### config.mk
export PLATFORM = sky130hd
export DESIGN_NAME = icache_responder
export DESIGN_NICKNAME = d
export VERILOG_FILES = /design/src/rtl/cpu_types_pkg.sv /design/src/rtl/icache_frame_array.sv /design/src/rtl/icache_responder.sv
export SDC_FILE = /design/constraint.sdc
export NUM_CORES = 1
export LEC_CHECK = 0
export CAP_MARGIN = 20
export CORE_MARGIN = 2
export CORE_UTILIZATION = 30
export DETAILED_ROUTE_END_ITERATION = 6
export PLACE_DENSITY = 0.49
export SLEW_MARGIN = 20
export SYNTH_ARGS = -nofsm -noshare
export SYNTH_HDL_FRONTEND = slang
export SYNTH_HIERARCHICAL = 1
export SYNTH_SLANG_ARGS = --single-unit
### constraint.sdc
create_clock -name CLK -period 5.2 [get_ports CLK]
set_input_delay 0.52 -clock CLK [delete_from_list [all_inputs] [get_ports CLK]]
set_output_delay 0.52 -clock CLK [all_outputs]
set_load 0.1 [all_outputs]
### src/rtl/cpu_types_pkg.sv
// Shared processor types: the machine word and the instruction-cache FSM states.
package cpu_types_pkg;

  localparam int unsigned WORD_W = 32;

  typedef logic [WORD_W-1:0] word_t;

  typedef enum logic {
    IDLE  = 1'b0,
    FETCH = 1'b1
  } icache_state_t;

endpackage

### src/rtl/icache_frame_array.sv
// Direct-mapped frame storage: one synchronous write port, one asynchronous read port.
// Only the valid bits are cleared by reset; tag and data come up undefined.
module icache_frame_array
  import cpu_types_pkg::*;
#(
  parameter int unsigned SETS  = 16,
  parameter int unsigned IDX_W = $clog2(SETS),
  parameter int unsigned TAG_W = 30 - IDX_W
) (
  input  logic             CLK,
  input  logic             nRST,
  input  logic             i_wen,
  input  logic [IDX_W-1:0] i_widx,
  input  logic [TAG_W-1:0] i_wtag,
  input  word_t            i_wdata,
  input  logic [IDX_W-1:0] i_ridx,
  output logic             o_rvalid,
  output logic [TAG_W-1:0] o_rtag,
  output word_t            o_rdata
);

  typedef struct packed {
    logic             valid;
    logic [TAG_W-1:0] tag;
    word_t            data;
  } frame_t;

  frame_t r_frames [SETS];

  // A fill overwrites the whole frame; reset only has to invalidate.
  always_ff @(posedge CLK) begin
    if (!nRST) begin
      for (int i = 0; i < int'(SETS); i++) begin
        r_frames[i].valid <= 1'b0;
      end
    end else if (i_wen) begin
      r_frames[i_widx] <= '{valid: 1'b1, tag: i_wtag, data: i_wdata};
    end
  end

  assign o_rvalid = r_frames[i_ridx].valid;
  assign o_rtag   = r_frames[i_ridx].tag;
  assign o_rdata  = r_frames[i_ridx].data;

endmodule

### src/rtl/icache_responder.sv
// Read-only direct-mapped instruction cache responder: zero-latency hits,
// single-word refill from the memory controller on a miss.
module icache_responder
  import cpu_types_pkg::*;
#(
  parameter int unsigned SETS = 16
) (
  input  logic  CLK,
  input  logic  nRST,
  input  logic  imemREN,
  input  word_t imemaddr,
  output logic  ihit,
  output word_t imemload,
  output logic  iREN,
  output word_t iaddr,
  input  logic  iwait,
  input  word_t iload
);

  localparam int unsigned IDX_W = $clog2(SETS);
  localparam int unsigned TAG_W = 30 - IDX_W;

  icache_state_t    r_state;
  logic             r_iren;
  word_t            r_iaddr;

  logic [IDX_W-1:0] w_idx;
  logic [TAG_W-1:0] w_tag;
  logic             w_rvalid;
  logic [TAG_W-1:0] w_rtag;
  word_t            w_rdata;
  logic             w_hit;
  logic             w_fill;
  logic             w_unused;

  assign w_idx    = imemaddr[IDX_W+1:2];
  assign w_tag    = imemaddr[31:IDX_W+2];
  assign w_unused = &{1'b0, imemaddr[1:0]};

  // Hits are only answered from IDLE and never while reset is asserted.
  assign w_hit = nRST & imemREN & w_rvalid & (w_rtag == w_tag) & (r_state == IDLE);
  assign w_fill = (r_state == FETCH) & ~iwait;

  assign ihit     = w_hit;
  assign imemload = w_hit ? w_rdata : '0;
  assign iREN     = r_iren;
  assign iaddr    = r_iaddr;

  icache_frame_array #(
    .SETS  (SETS),
    .IDX_W (IDX_W),
    .TAG_W (TAG_W)
  ) u_frames (
    .CLK      (CLK),
    .nRST     (nRST),
    .i_wen    (w_fill),
    .i_widx   (r_iaddr[IDX_W+1:2]),
    .i_wtag   (r_iaddr[31:IDX_W+2]),
    .i_wdata  (iload),
    .i_ridx   (w_idx),
    .o_rvalid (w_rvalid),
    .o_rtag   (w_rtag),
    .o_rdata  (w_rdata)
  );

  // The memory read always runs to completion on the latched address.
  always_ff @(posedge CLK) begin
    if (!nRST) begin
      r_state <= IDLE;
      r_iren  <= 1'b0;
      r_iaddr <= '0;
    end else begin
      case (r_state)
        IDLE: begin
          if (imemREN && !w_hit) begin
            r_state <= FETCH;
            r_iren  <= 1'b1;
            r_iaddr <= {imemaddr[31:2], 2'b00};
          end else begin
            r_iren  <= 1'b0;
          end
        end
        FETCH: begin
          if (!iwait) begin
            r_state <= IDLE;
            r_iren  <= 1'b0;
          end
        end
        default: begin
          r_state <= IDLE;
          r_iren  <= 1'b0;
        end
      endcase
    end
  end

endmodule

Yosys cells after proc, flatten, opt, wreduce, memory -nomap -nowiden
Memories as Yosys holds them, arrays and structs flattened. Index checks and enable logic that the tools add are counted.

Equal/unequal tests: 2. Mux-type cells: 13. Bitwise operators: 7. Reductions and logical operators: 4.

Operators by type and width (count): 59-bit two-way mux (1); 59-bit OR reduction (1); 32-bit two-way mux (1); 26-bit == test (1); 1-bit two-way mux (7); 1-bit bitwise AND (5); 4-bit two-way mux (1); 1-bit one-hot mux with 2 select lines (2); 2-bit two-way mux (1); 2-bit inequality test (second input constant) (1); 1-bit inverter (2); 2-bit AND reduction (1); 1-bit logical AND (1); 1-bit logical NOT (1).

Flip-flop bits (word level): 32. Bits in writable memories: 944. Bits of input ports: 68. Output and inout bits: 66. Logic and storage cells: 30. Memories kept: 1.

Memories: u_frames.r_frames (depth 16, width 59, read ports 1, clocked after memory_dff 0, wr ports 16, RTL line icache_frame_array.sv:28) `frame_t r_frames [SETS];`.

Longest topological paths before layout
Depth in word-level cells: 8. Depth in mapped cells: 12. Depth with buffers taken out: 8.

By module
Netlist, hierarchy kept.

By module, submodules not included: icache_frame_array (instances 1, cells each 1481, area each 35251.3 sq um, seq. area each 28187.0 sq um); icache_responder (instances 1, cells each 214, area each 1820.5 sq um, seq. area each 640.6 sq um).

Least setup slack after synthesis
Ideal clock, no wire load.

Path type: register -> register. Start: register r_iaddr[5], in the netlist iaddr[5]. End: memory u_frames/r_frames[12][0] (netlist name) (enable). Setup time: 0.547 ns. Arrival time: 5.370 ns. Data required time: 4.653 ns. Path slack: -0.717 ns. Cell stages (with the launch flop): 3. Path buffers: 0. Period minus slack after synthesis: 5.917 ns. Cell sequence: dfxtp_1 > nand4_1 > nor3_1.

RTL lines: start, declared (RTL line icache_responder.sv:25) `word_t r_iaddr;`; start signal, assigned (RTL line icache_responder.sv:78) `r_iaddr <= {imemaddr[31:2], 2'b00};`; end, declared (RTL line icache_frame_array.sv:28).

Worst setup path in the final report
Start: input port imemaddr[4]. End: output port imemload[23].

Longest elaborated chain between the ends: 5. Elaborated cells on any way between the ends: 6. Those cells by class: 1 x eq/ne; 1 x mux; 3 x bitwise; 1 x memory.

RTL lines: start, declared (RTL line icache_responder.sv:11) `input word_t imemaddr,`; memory 16 x 59 bit; via w_rtag[21] (RTL line icache_responder.sv:30) `logic [TAG_W-1:0] w_rtag;`; 26-bit == test (RTL line icache_responder.sv:41) `assign w_hit = nRST & imemREN & w_rvalid & (w_rtag == w_tag) & (r_state == IDLE);`; 1-bit bitwise AND (2 in series) (RTL line icache_responder.sv:41); 32-bit two-way mux (RTL line icache_responder.sv:45) `assign imemload = w_hit ? w_rdata : '0;`; end, declared (RTL line icache_responder.sv:13) `output word_t imemload,`.

The timed path passes the listed nets, and every way through them passes these cells.

==> key figures <==
Routing
  – Drt wl/cell: 26.3 um
  – Post-DRT Antenna Nets: 0
  – Drt total wl: 94800 um
  – Vias per cell: 4.90
  – First drt pass iteration count: 7
  – Routed vias: 17700
  – DRC: 0
  – Iter 0 DRT Violations: 1378

STA
  – Final setup skew: 0.0269 ns
  – Post-route setup slack: 0.518 ns
  – Max Fclk: 0.214 GHz
  – Post-route setup TNS: 0 ns
  – Final Slew Violations: 0
  – Final hold vios: 0
  – Max-Slew Margin vs Limit: 23.7%
  – Final Cycle Share: 90.0%
  – RSZ-0062 raised after global routing: false
  – Worst slew pin tran: 1.14 ns
  – Tmin final: 4.68 ns
  – Endpoints failing setup: 0

Floorplan
  – Total die area: 126000 um2
  – Starting Density: 30.3%
  – Die Span Y: 356 um
  – I/O pins: 134
  – Cell row count: 128
  – Core Area: 122000 um2
  – Die Wd: 356 um

Setup path
  – Critical Path RT: 4.68 ns
  – Worst Path Max Fanout: 18
  – CP Data Arrival Time: 4.16 ns
  – Cell Chain, Critical Path: clkdlybuf4s50_1 -> and2_4 -> buf_12 -> a22oi_1 -> nand2_1 -> xor2_1 -> nor4_1 -> nand4_1 -> nor3_4 -> buf_4 -> and2_1 -> buf_12
  – R2R Path End: iaddr[27]
  – Slowest Stage Delay on Critical Path: 0.67 ns
  – Kind of critical path: in2out
  – CP startpoint kind: input pin
  – Worst reg-to-reg path cell count: 9
  – Most frequent CP cell: buf_12
  – Flop2flop setup slack: 1.92 ns
  – Worst reg2reg startpoint: u_frames/r_frames[2][53]
  – Critical Path Sink Type: output pin
  – Slowest library cell on the worst path: clkdlybuf4s50_1

Finish
  – Post-route insts no fill: 3611
  – Area Growth Syn to Fin: 20.6%
  – Area of the multi-input gates: 7940 um2
  – Most common cell after layout, fill and taps aside: edfxtp_1
  – Fill cells: 11100
  – Sequential cell area: 28800 um2
  – Nets@finish: 1960
  – Fraction of layout cells with a size suffix above 1: 25.8%
  – Commonest cells after routing, fill and taps aside: edfxtp_1, mux4_2, nand2_1, a22oi_1, clkbuf_16

Yosys
  – Async SR Flop Fraction: 0%
  – Yosys cell types: 30
  – Top cell type by total area after synthesis: edfxtp_1
  – Seq/Total Area, Yosys: 77.8%
  – Top FF cell, synth: edfxtp_1
  – Synth Register Bits: 976
  – Yosys warning count: 6
  – Synthesized area: 37100 um2
  – EDFF count, synth: 928
  – Average size of a mapped cell: 21.9 um2
  – Top post-synthesis cells by area: edfxtp_1, mux4_2, dfxtp_1
  – Yosys top cell area share: 75.2%
  – Cells after Synth: 1695

CTS
  – Worst-Skew Late Latency: 0.68 ns
  – CTS resizes: 0
  – Clock Tree Buf Depth: 3
  – Cts hold-fix bufs: 0
  – CTS Buf Count: 105
  – CTS sink count: 976
  – Setup Buffers After CTS: 0
  – CTS tree: yes
  – Clock Pin Slew Worst Setup and Hold Paths: 0.06 ns
  – # H-tree levels: 3
  – Clk root buf: clkbuf_16

GRT
  – Overflow left after global routing: 0
  – Total Routing Usage GR: 14.9%
  – Largest net degree at the start of global routing: 113
  – Antenna violations before repair: 9
  – Vias in the first global route: 18800
  – First-pass GRT wire length: 135000 um

Power
  – Leakage: 14.6 nW
  – Max IR drop VDD: 0.000287 V
  – Pwr dens: 384 nW/um2
  – Power after layout: 17.2 mW

Worst hold path
  – Hold path depth: 2
  – Hold endpoint: r_state
  – Hold path start: nRST
  – Min-delay worst type: in2reg

Job
  – Max Cap Viol: 0

Placement
  – Gpl congestion: 0.708
  – Dpl cells: 3409
  – Dpl ws: 0.437 ns
  – Dpl hpwl: 47800 um
  – # port buffers: 129

Outcome
  – Outcome: finished, final reports clean
-- worst max-delay path: cells and delay by family --
kind            cells  cell delay (ns)
compound gates      1             0.09
simple gates        6             1.98
buf+inv             4             1.41
xor+xnor            1             0.10
-- cells in the mapped netlist (3+ instances only) --
cell and count:
dfxtp_1 48, nand4_1 3, a21o_1 16, a22oi_1 118, nor3_1 5, edfxtp_1 928, mux4_2 236, nor2_1 13
and2_1 33, mux2i_1 30, nor2b_1 3, clkbuf_1 49, nand2_1 122, xor2_1 25, buf_6 8, nor4_1 5
buf_2 35
-- worst max path at each step --
stage	start	endpoint	slack (ns)	cells past startpoint
2_1_floorplan	imemaddr[2]	imemload[20]	0.67	11
3_3_place_gp	imemaddr[2]	imemload[17]	0.43	12
3_5_place_dp	imemaddr[4]	imemload[24]	0.44	12
4_1_cts	imemaddr[4]	imemload[24]	0.41	12
5_1_grt	imemaddr[2]	imemload[24]	0.21	12
6_report	imemaddr[4]	imemload[23]	0.52	12
-- flip-flops by register name, indices dropped and copies added, names as in the netlist --
name,cells
iREN,1
u_frames/r_frames,944
iaddr,30
r_state,1
-- power breakdown --
part           switching, mW  leakage (nW)  total, mW  internal [mW]
logic                  0.531          3.78      0.852          0.321
clock network           3.02          1.75       7.61           4.59
registers             0.0759          9.03       8.73           8.65
total                   3.63          14.6       17.2           13.6
-- layer usage --
layer	track usage, %	wire [um]
met4	3.48	1850
met5	0	88
met1	20.7	42200
met3	3.25	5400
met2	24.0	45200
-- layout make-up --
cell class	count	area share, %
Antenna cell	3	0.0168
Clock buffer	150	6.67
Clock inverter	48	1.30
Multi-Input combinational cell	624	17.8
Sequential cell	976	64.5
Tap cell	1625	4.55
Timing Repair Buffer	185	5.22
-- cell families after synthesis --
kind of cell,after synthesis,share of synthesized area [%]
AOI/OAI and AO/OA,137,2.81
and+or+nand+nor,193,2.38
xor gates and xnor gates,26,0.614
DFF,976,77.8
other,1,0.0101
buffers and inverters,96,1.27
muxes,266,15.1
-- per-stage QoR --
stage | instance area, um2 | util (%) | hold slack, ns
CTS | 44700 | 36.6 | 0.196
detailed placement | 41100 | 33.6 | 0.442
global placement | 41100 | 33.6 | 0.431
finish | 44700 | 36.6 | 0.249
floorplan | 37100 | - | 0.425
global route | 44700 | 36.6 | 0.225
Power figures use the tool's default switching activity.
